$ cat src/rtl/result_wr_arbiter.sv
// Write arbiter merging NUM_CH pipeline-stage write streams onto the single
// MFCC result-memory write port, with fixed-select and round-robin modes.
//
// Handshakes:
//   channel side: ch_wen[i] is a request. The channel holds ch_wen/ch_addr/ch_data
//     stable until it sees ch_ack[i] high for one cycle. It may present a new
//     request in the cycle after the ack.
//   memory side:  mem_wen is valid and mem_ready is ready. A write transfers on a
//     rising edge where both are high. While mem_wen=1 and mem_ready=0, every
//     mem_* output holds.
module result_wr_arbiter #(
    parameter int NUM_CH     = 5,
    parameter int ADDR_WIDTH = 12,
    parameter int DATA_WIDTH = 32,
    parameter int SEL_WIDTH  = 3,
    parameter int CNT_WIDTH  = 16
) (
    input  logic                                clk,
    input  logic                                rst_n,
    input  logic                                mode,
    input  logic [SEL_WIDTH-1:0]                addr_sel,
    input  logic [NUM_CH-1:0]                   ch_wen,
    input  logic [NUM_CH*(ADDR_WIDTH+2)-1:0]    ch_addr,
    input  logic [NUM_CH*DATA_WIDTH-1:0]        ch_data,
    output logic [NUM_CH-1:0]                   ch_ack,
    input  logic                                mem_ready,
    output logic                                mem_wen,
    output logic [ADDR_WIDTH+1:0]               mem_addr,
    output logic [DATA_WIDTH-1:0]               mem_data,
    output logic [SEL_WIDTH-1:0]                mem_ch,
    output logic                                sel_err,
    output logic [CNT_WIDTH-1:0]                wr_cnt
);

    localparam int AW = ADDR_WIDTH + 2;
    localparam logic [SEL_WIDTH-1:0] LAST_CH = SEL_WIDTH'(NUM_CH - 1);

    logic                  stage_free;
    logic [NUM_CH-1:0]     eligible;
    logic                  sel_in_range;
    logic                  fix_vld;
    logic [SEL_WIDTH-1:0]  fix_idx;
    logic                  rr_lo_vld;
    logic [SEL_WIDTH-1:0]  rr_lo_idx;
    logic                  rr_hi_vld;
    logic [SEL_WIDTH-1:0]  rr_hi_idx;
    logic                  grant_vld;
    logic [SEL_WIDTH-1:0]  grant_idx;
    logic [NUM_CH-1:0]     ack_nxt;
    logic [AW-1:0]         grant_addr;
    logic [DATA_WIDTH-1:0] grant_data;
    logic [SEL_WIDTH-1:0]  ptr;
    logic [SEL_WIDTH-1:0]  ptr_nxt;

    // A channel being acked still shows its old request this cycle, so it is masked.
    always_comb begin
        stage_free = !mem_wen || mem_ready;
        eligible   = ch_wen & ~ch_ack;
    end

    always_comb begin
        sel_in_range = 1'b0;
        fix_vld      = 1'b0;
        fix_idx      = '0;
        for (int i = 0; i < NUM_CH; i++) begin
            if (addr_sel == i[SEL_WIDTH-1:0]) begin
                sel_in_range = 1'b1;
                if (eligible[i]) begin
                    fix_vld = 1'b1;
                    fix_idx = i[SEL_WIDTH-1:0];
                end
            end
        end
    end

    // Round-robin: lowest eligible index at or above ptr, else the lowest eligible overall.
    always_comb begin
        rr_lo_vld = 1'b0;
        rr_lo_idx = '0;
        rr_hi_vld = 1'b0;
        rr_hi_idx = '0;
        for (int i = NUM_CH - 1; i >= 0; i--) begin
            if (eligible[i]) begin
                rr_lo_vld = 1'b1;
                rr_lo_idx = i[SEL_WIDTH-1:0];
                if (i[SEL_WIDTH-1:0] >= ptr) begin
                    rr_hi_vld = 1'b1;
                    rr_hi_idx = i[SEL_WIDTH-1:0];
                end
            end
        end
    end

    always_comb begin
        grant_vld = 1'b0;
        grant_idx = '0;
        if (stage_free) begin
            if (!mode) begin
                grant_vld = fix_vld;
                grant_idx = fix_idx;
            end else begin
                grant_vld = rr_lo_vld;
                grant_idx = rr_hi_vld ? rr_hi_idx : rr_lo_idx;
            end
        end
    end

    always_comb begin
        ack_nxt    = '0;
        grant_addr = '0;
        grant_data = '0;
        for (int i = 0; i < NUM_CH; i++) begin
            if (grant_idx == i[SEL_WIDTH-1:0]) begin
                ack_nxt[i] = grant_vld;
                grant_addr = ch_addr[i*AW +: AW];
                grant_data = ch_data[i*DATA_WIDTH +: DATA_WIDTH];
            end
        end
        ptr_nxt = (grant_idx == LAST_CH) ? '0 : grant_idx + 1'b1;
    end

    always_ff @(posedge clk or negedge rst_n) begin
        if (!rst_n) begin
            mem_wen  <= 1'b0;
            mem_addr <= '0;
            mem_data <= '0;
            mem_ch   <= '0;
            ch_ack   <= '0;
            sel_err  <= 1'b0;
            wr_cnt   <= '0;
            ptr      <= '0;
        end else begin
            ch_ack <= ack_nxt;
            if (grant_vld) begin
                mem_wen  <= 1'b1;
                mem_addr <= grant_addr;
                mem_data <= grant_data;
                mem_ch   <= grant_idx;
            end else if (stage_free) begin
                mem_wen <= 1'b0;
            end
            if (mode && grant_vld) begin
                ptr <= ptr_nxt;
            end
            if (mem_wen && mem_ready) begin
                wr_cnt <= wr_cnt + 1'b1;
            end
            if (!mode && !sel_in_range && (|ch_wen)) begin
                sel_err <= 1'b1;
            end
        end
    end

endmodule

$ cat config.mk
export PLATFORM = sky130hd
export DESIGN_NAME = result_wr_arbiter
export DESIGN_NICKNAME = d
export VERILOG_FILES = /design/src/rtl/result_wr_arbiter.sv
export SDC_FILE = /design/constraint.sdc
export NUM_CORES = 1
export LEC_CHECK = 0
export BUFFER_PORTS_ARGS = -buffer_cell sky130_fd_sc_hd__buf_2
export CAP_MARGIN = 15
export CORE_MARGIN = 8
export CORE_UTILIZATION = 40
export CTS_CLUSTER_DIAMETER = 100
export DETAILED_ROUTE_END_ITERATION = 12
export PLACE_DENSITY = 0.88
export SLEW_MARGIN = 30
export SYNTH_ARGS = -nofsm -noshare
export SYNTH_HDL_FRONTEND = slang
export SYNTH_SLANG_ARGS = --single-unit
$ cat constraint.sdc
create_clock -name clk -period 3.51 [get_ports clk]
set_input_delay 0.351 -clock clk [delete_from_list [all_inputs] [get_ports clk]]
set_output_delay 0.351 -clock clk [all_outputs]
set_load 0.005 [all_outputs]
## After elaboration in Yosys (flattened, before gate mapping)

Index checks and enable logic that the tools add are counted.

| word-level totals | value |
|---|---|
| flip-flop bits (word level) | 75 |
| bits of input ports | 242 |
| output and inout bits | 72 |
| word-level logic and storage cells | 113 |

| operators by class | value |
|---|---|
| $add $sub $neg | 2 |
| $lt $le $gt $ge | 5 |
| equality and inequality tests | 8 |
| muxes and demuxes | 76 |
| bitwise logic cells | 2 |
| reduce and logical (&&, ||, !) cells | 12 |

Operators with widths:

| kind | count |
|---|---|
| $mux 32 | 5 |
| $mux 3 | 25 |
| $mux 14 | 5 |
| $mux 1 | 41 |
| $add 16x1->16 const B | 1 |
| $eq 3x2->1 const B | 4 |
| $eq 3x1->1 const B | 2 |
| $eq 3x3->1 const B | 2 |
| $ge 1x3->1 const A | 2 |
| $ge 2x3->1 const A | 2 |
| $logic_not 3->1 | 2 |
| $and 5x5->5 | 1 |
| $not 5->5 | 1 |
| $reduce_or 5->1 | 1 |
| $logic_and 1x1->1 | 4 |
| $add 3x1->3 const B | 1 |
| $ge 3x3->1 const A | 1 |
| $logic_not 1->1 | 3 |
| $reduce_bool 2->1 | 1 |
| $logic_or 1x1->1 | 1 |

## Logic depth before layout (Yosys ltp)

| depth | value |
|---|---|
| word-level depth | 20 |
| mapped depth | 15 |

## Least setup slack after synthesis

OpenSTA, ideal clock, no wires.

| path | value |
|---|---|
| path type | register -> register |
| start point | register ptr[1] |
| end point | register mem_addr[0] |
| library setup time | 82 ps |
| arrival time | 3176 ps |
| required time | 3428 ps |
| path slack | 252 ps |
| cell stages (with the launch flop) | 15 |
| buffers on the path | 2 |
| clock period less this slack | 3258 ps |
| cell sequence | dfrtp_1 -> buf_6 -> o21ai_0 -> a211oi_1 -> o21ai_0 -> a211oi_1 -> o21ai_0 -> inv_1 -> ha_1 -> ha_1 -> a2111o_1 -> a311oi_4 -> buf_6 -> nand2_2 -> a31oi_1 |

| between the ends | value |
|---|---|
| cells in the longest elaborated chain, start to end | 20 |
| elaborated cells on any way between the ends | 38 |

Ends and longest elaborated chain:

| item | RTL line | source |
|---|---|---|
| from (decl) | 52 | `logic [SEL_WIDTH-1:0] ptr;` |
| from (signal assigned) | 143 | `ptr <= ptr_nxt;` |
| $ge 3x3->1 | 86 | `if (i[SEL_WIDTH-1:0] >= ptr) begin` |
| $mux 1 | 86 |  |
| $mux 1 | 83 | `if (eligible[i]) begin` |
| $mux 1 | 86 |  |
| $mux 1 | 83 |  |
| $mux 1 | 86 |  |
| $mux 1 | 83 |  |
| $mux 1 | 86 |  |
| (+2 left out) | - |  |
| $mux 1 | 83 |  |
| $mux 3 * | 103 | `grant_idx = rr_hi_vld ? rr_hi_idx : rr_lo_idx;` |
| $mux 3 * | 98 | `if (!mode) begin` |
| $mux 3 * | 97 | `if (stage_free) begin` |
| net grant_idx[1] | 48 | `logic [SEL_WIDTH-1:0] grant_idx;` |
| $logic_not 3->1 | 113 | `if (grant_idx == i[SEL_WIDTH-1:0]) begin` |
| $mux 14 (4 in series) | 113 |  |
| $mux 14 * | 113 |  |
| to (signal assigned) | 136 | `mem_addr <= grant_addr;` |
| to (decl) | 28 | `output logic [ADDR_WIDTH+1:0] mem_addr,` |

The timed path passes the listed nets; every way through them passes the cells marked *.
A chain may end at the register's enable or synchronous reset.

## Worst setup path after layout

| path | value |
|---|---|
| start point | register ch_ack[0] |
| end point | register mem_data[23] |

| between the ends | value |
|---|---|
| elaborated cells on any way between the ends | 31 |

RTL lines:

| item | RTL line | source |
|---|---|---|
| from (decl) | 25 | `output logic [NUM_CH-1:0] ch_ack,` |
| from (signal assigned) | 133 | `ch_ack <= ack_nxt;` |
| $not 5->5 * | 58 | `eligible = ch_wen & ~ch_ack;` |
| $and 5x5->5 * | 58 |  |
| $mux 3 / $mux 1 (equally long branches) | 83 |  |
| $mux 3 * | 103 |  |
| $mux 3 * | 98 |  |
| $mux 3 * | 97 |  |
| net grant_idx[0] | 48 |  |
| $logic_not 3->1 | 113 |  |
| $mux 32 (4 in series) | 113 |  |
| $mux 32 * | 113 |  |
| to (signal assigned) | 137 | `mem_data <= grant_data;` |
| to (decl) | 29 | `output logic [DATA_WIDTH-1:0] mem_data,` |

Marks and branches as above.

==> out/metrics.csv <==
metric,value,unit
r2r_setup_slack,0.20,ns
h-tree-depth,3,
synth_ff_type,dfrtp_1,
fin_crit_sh,94.3,%
grt_pass1_vias,5973,
vias,5691,
p_seq_share,31.1,%
max_clock_freq,302,MHz
yosys.cell_types.count,53,
finClkSkew,0.00936,ns
swShare,36.8,%
place_area,0.00686,mm2
finalSetupViolations,0,
cellInternalPower,2.76,mW
initial_core_util,41.3,%
setup-tns-final,0,ns
fillers,1128,
syn_avg_cell_area,9.69,um2
startpoint_type,flop,
rsz0062_at_grt,no,
synth-edff-count,0,
grt_usage,23.5,%
synth_fp_nets,788,
max-clock-path-buffers,2,
io_buffers,313,
clockRootBuffer,clkbuf_16,
worst_pin_slew,0.703,ns
maxSlewHeadroom,53.2,%
drt_wl_total,20.9,mm
clkPwrFrac,24.6,%
ir_drop,0.283,mV
critPathRequiredTime,3.76,ns
synthArstFlopShare,100,%
synth_cells,540,
grt_max_degree,76,
min_path_type,in -> async,
seqCellArea,0.00188,mm2
cts_buffers,9,
cp_max_fo,22,
io-pin-count,314,
final_common_cell,buf_2,
ant_nets,0,
syn2layout_area_growth,38.7,%
slew_violations,0,
maxCapViolCount,0,
hpwl,16.2,mm
clock_sinks,75,
power_per_cell_area,601,mW/mm2
cpMaxStageDelayCell,a2111o_1,
comb_power_share,44.2,%
netlist_area,0.00523,mm2
detail_route.wl_per_cell,20.6,um
route.detailed.drc,0,
drt-pass1-iter-count,5,
drt_iter0_drc,327,
end_kind,flop,
via_per_inst,5.60,
yosysWarnings,0,
layout-drive-gt1-share,53.6,%
insertion_delay,0.34,ns
seq_area_frac_synth,35.9,%
die_h,130,um
status,completed,
crit_arrival,3.56,ns
grt_pass1_wl,31.0,mm
holdWs,0.0560,ns
grt_overflow_total,0,
synth-seq-cells,75,
fin_crit,3.31,ns
cts_tree,done,
crit_type,reg -> reg,
leakagePower,3.36,nW
die_w,130,um
max_stage_delay,0.38,ns
final_area,0.00725,mm2
hold_violations,0,
core_area,0.0127,mm2
clkTransAtPathRegs,0.06,ns
crit_chain,and2b_2 > a21oi_2 > a21o_1 > o2bb2ai_1 > o32ai_1 > and2_1 > ha_1 > ha_2 > a2111o_1 > a311oi_4 > buf_4 > buf_12 > nand2_1 > a31oi_1,
rows,41,
multi_input_area,0.00297,mm2
antenna_found_initial,1,
fin_nets,1088,
mostFrequentLayoutCells,"buf_2, nand2_1, dfrtp_1, a211oi_1, mux2_2",
switchingPower,1.60,mW
n_antenna_cell,0,
gp_congestion,0.947,
die-area,0.0170,mm2
-- synth_stat cells (2+ instances only) --
cell type	number	share of area (%)
inv_1	3	0.22
ha_1	6	1.4
nand2_1	89	6.4
mux2i_1	2	0.38
o21ai_0	6	0.57
and2b_2	4	0.67
a211oi_1	48	6.9
nor2_1	10	0.72
nand2b_1	7	0.84
buf_2	6	0.57
nand2_2	30	3.6
buf_6	12	2.6
o31ai_1	2	0.29
o32ai_1	47	7.9
dlymetal6s2s_1	3	0.72
dlygate4sd3_1	7	1.3
xnor2_1	10	1.7
dfrtp_1	75	36
and3_1	11	1.3
nand4_1	3	0.36
clkbuf_1	6	0.43
xor2_1	5	0.84
a31oi_1	47	5.6
buf_4	5	0.72
nor2b_1	4	0.48
mux2_2	48	10
dlygate4sd1_1	8	1.3
a21oi_1	7	0.67
and2_1	3	0.36
nand3_1	3	0.29
-- stage by stage --
step / std cells / setup WS, ns / power (mW) / utilization [%]
global placement: 999 / 0.121 / 3.19 / 54.2
detailed placement: 999 / 0.0250 / 3.24 / 54.2
global route: 1017 / 0.0474 / 4.61 / 57.2
floorplan: 540 / 0.252 / 2.47 / -
finish: 1017 / 0.199 / 4.36 / 57.2
CTS: 1015 / 0.0622 / 4.33 / 56.9
-- power by group through the flow --
stage	registers [mW]	logic (mW)	clock network (mW)
3_5_place_dp	1.37	1.88	0
3_3_place_gp	1.35	1.84	0
2_1_floorplan	1.36	1.11	0
6_report	1.36	1.93	1.07
4_1_cts	1.35	1.88	1.09
5_1_grt	1.40	2.09	1.12
-- per-layer routing --
layer  share of wire (%)  vias up  GRT usage (%)
li1                    -     2660              -
met1                  36     2663           25.6
met2                  50      332           41.2
met3                  11       34           8.49
met4                 2.4        2           8.24
met5               0.057        -              0
-- repair_timing --
item | CTS | global route
hold buffers | 0 | 0
buffers inserted | 0 | 1
resized for setup | 0 | 6
setup endpoints to repair | 0 | 46
-- logic make-up (layout without fill, tap and decap cells) --
| logic type | Yosys count | in the layout | share of synthesized area [%] |
|---|---|---|---|
| AO/OA/AOI/OAI | 170 | 170 | 24.5 |
| XOR/XNOR | 15 | 15 | 2.51 |
| adder cells (fa/ha/maj) | 6 | 6 | 1.44 |
| buffers and inverters | 51 | 356 | 8.06 |
| flip-flops | 75 | 75 | 35.9 |
| multiplexers | 51 | 51 | 11.2 |
| AND/OR/NAND/NOR | 172 | 172 | 16.3 |
-- worst max-delay path: cells and delay by family (launching register included) --
kind | cells | cell delay [ns]
buffers and inverters | 2 | 0.38
AO/OA/AOI/OAI | 7 | 1.56
flip-flops | 1 | 0.35
AND/OR/NAND/NOR | 3 | 0.53
adder cells (fa/ha/maj) | 2 | 0.41
-- final timing paths --
| kind | from | endpoint | cells after the start |
|---|---|---|---|
| min reg2reg | sel_err | sel_err | 1 |
| min | rst_n | ch_ack[2] | 1 |
| max reg2reg | ch_ack[0] | mem_data[23] | 14 |
| max in group asynchronous | rst_n | ptr[1] | 1 |
| max | ch_ack[0] | mem_data[23] | 14 |
| min in group clk | ch_data[81] | mem_data[17] | 3 |
-- registers in the layout, indices dropped and copies added, names as in the netlist --
name and flops:
ch_ack 5, mem_addr 14, mem_ch 3, mem_data 32, mem_wen 1, ptr 3
sel_err 1, wr_cnt 16
-- final cells by class --
| class | instances | area share [%] |
|---|---|---|
| inverters | 3 | 0.155 |
| clock buffers | 10 | 3.16 |
| clock inverters | 6 | 1.57 |
| multi-input cells | 414 | 41.0 |
| repair buffers | 337 | 25.3 |
| flip-flops and latches | 75 | 25.9 |
| well taps | 172 | 2.97 |
No activity file was read; power rests on OpenSTA's default activity.
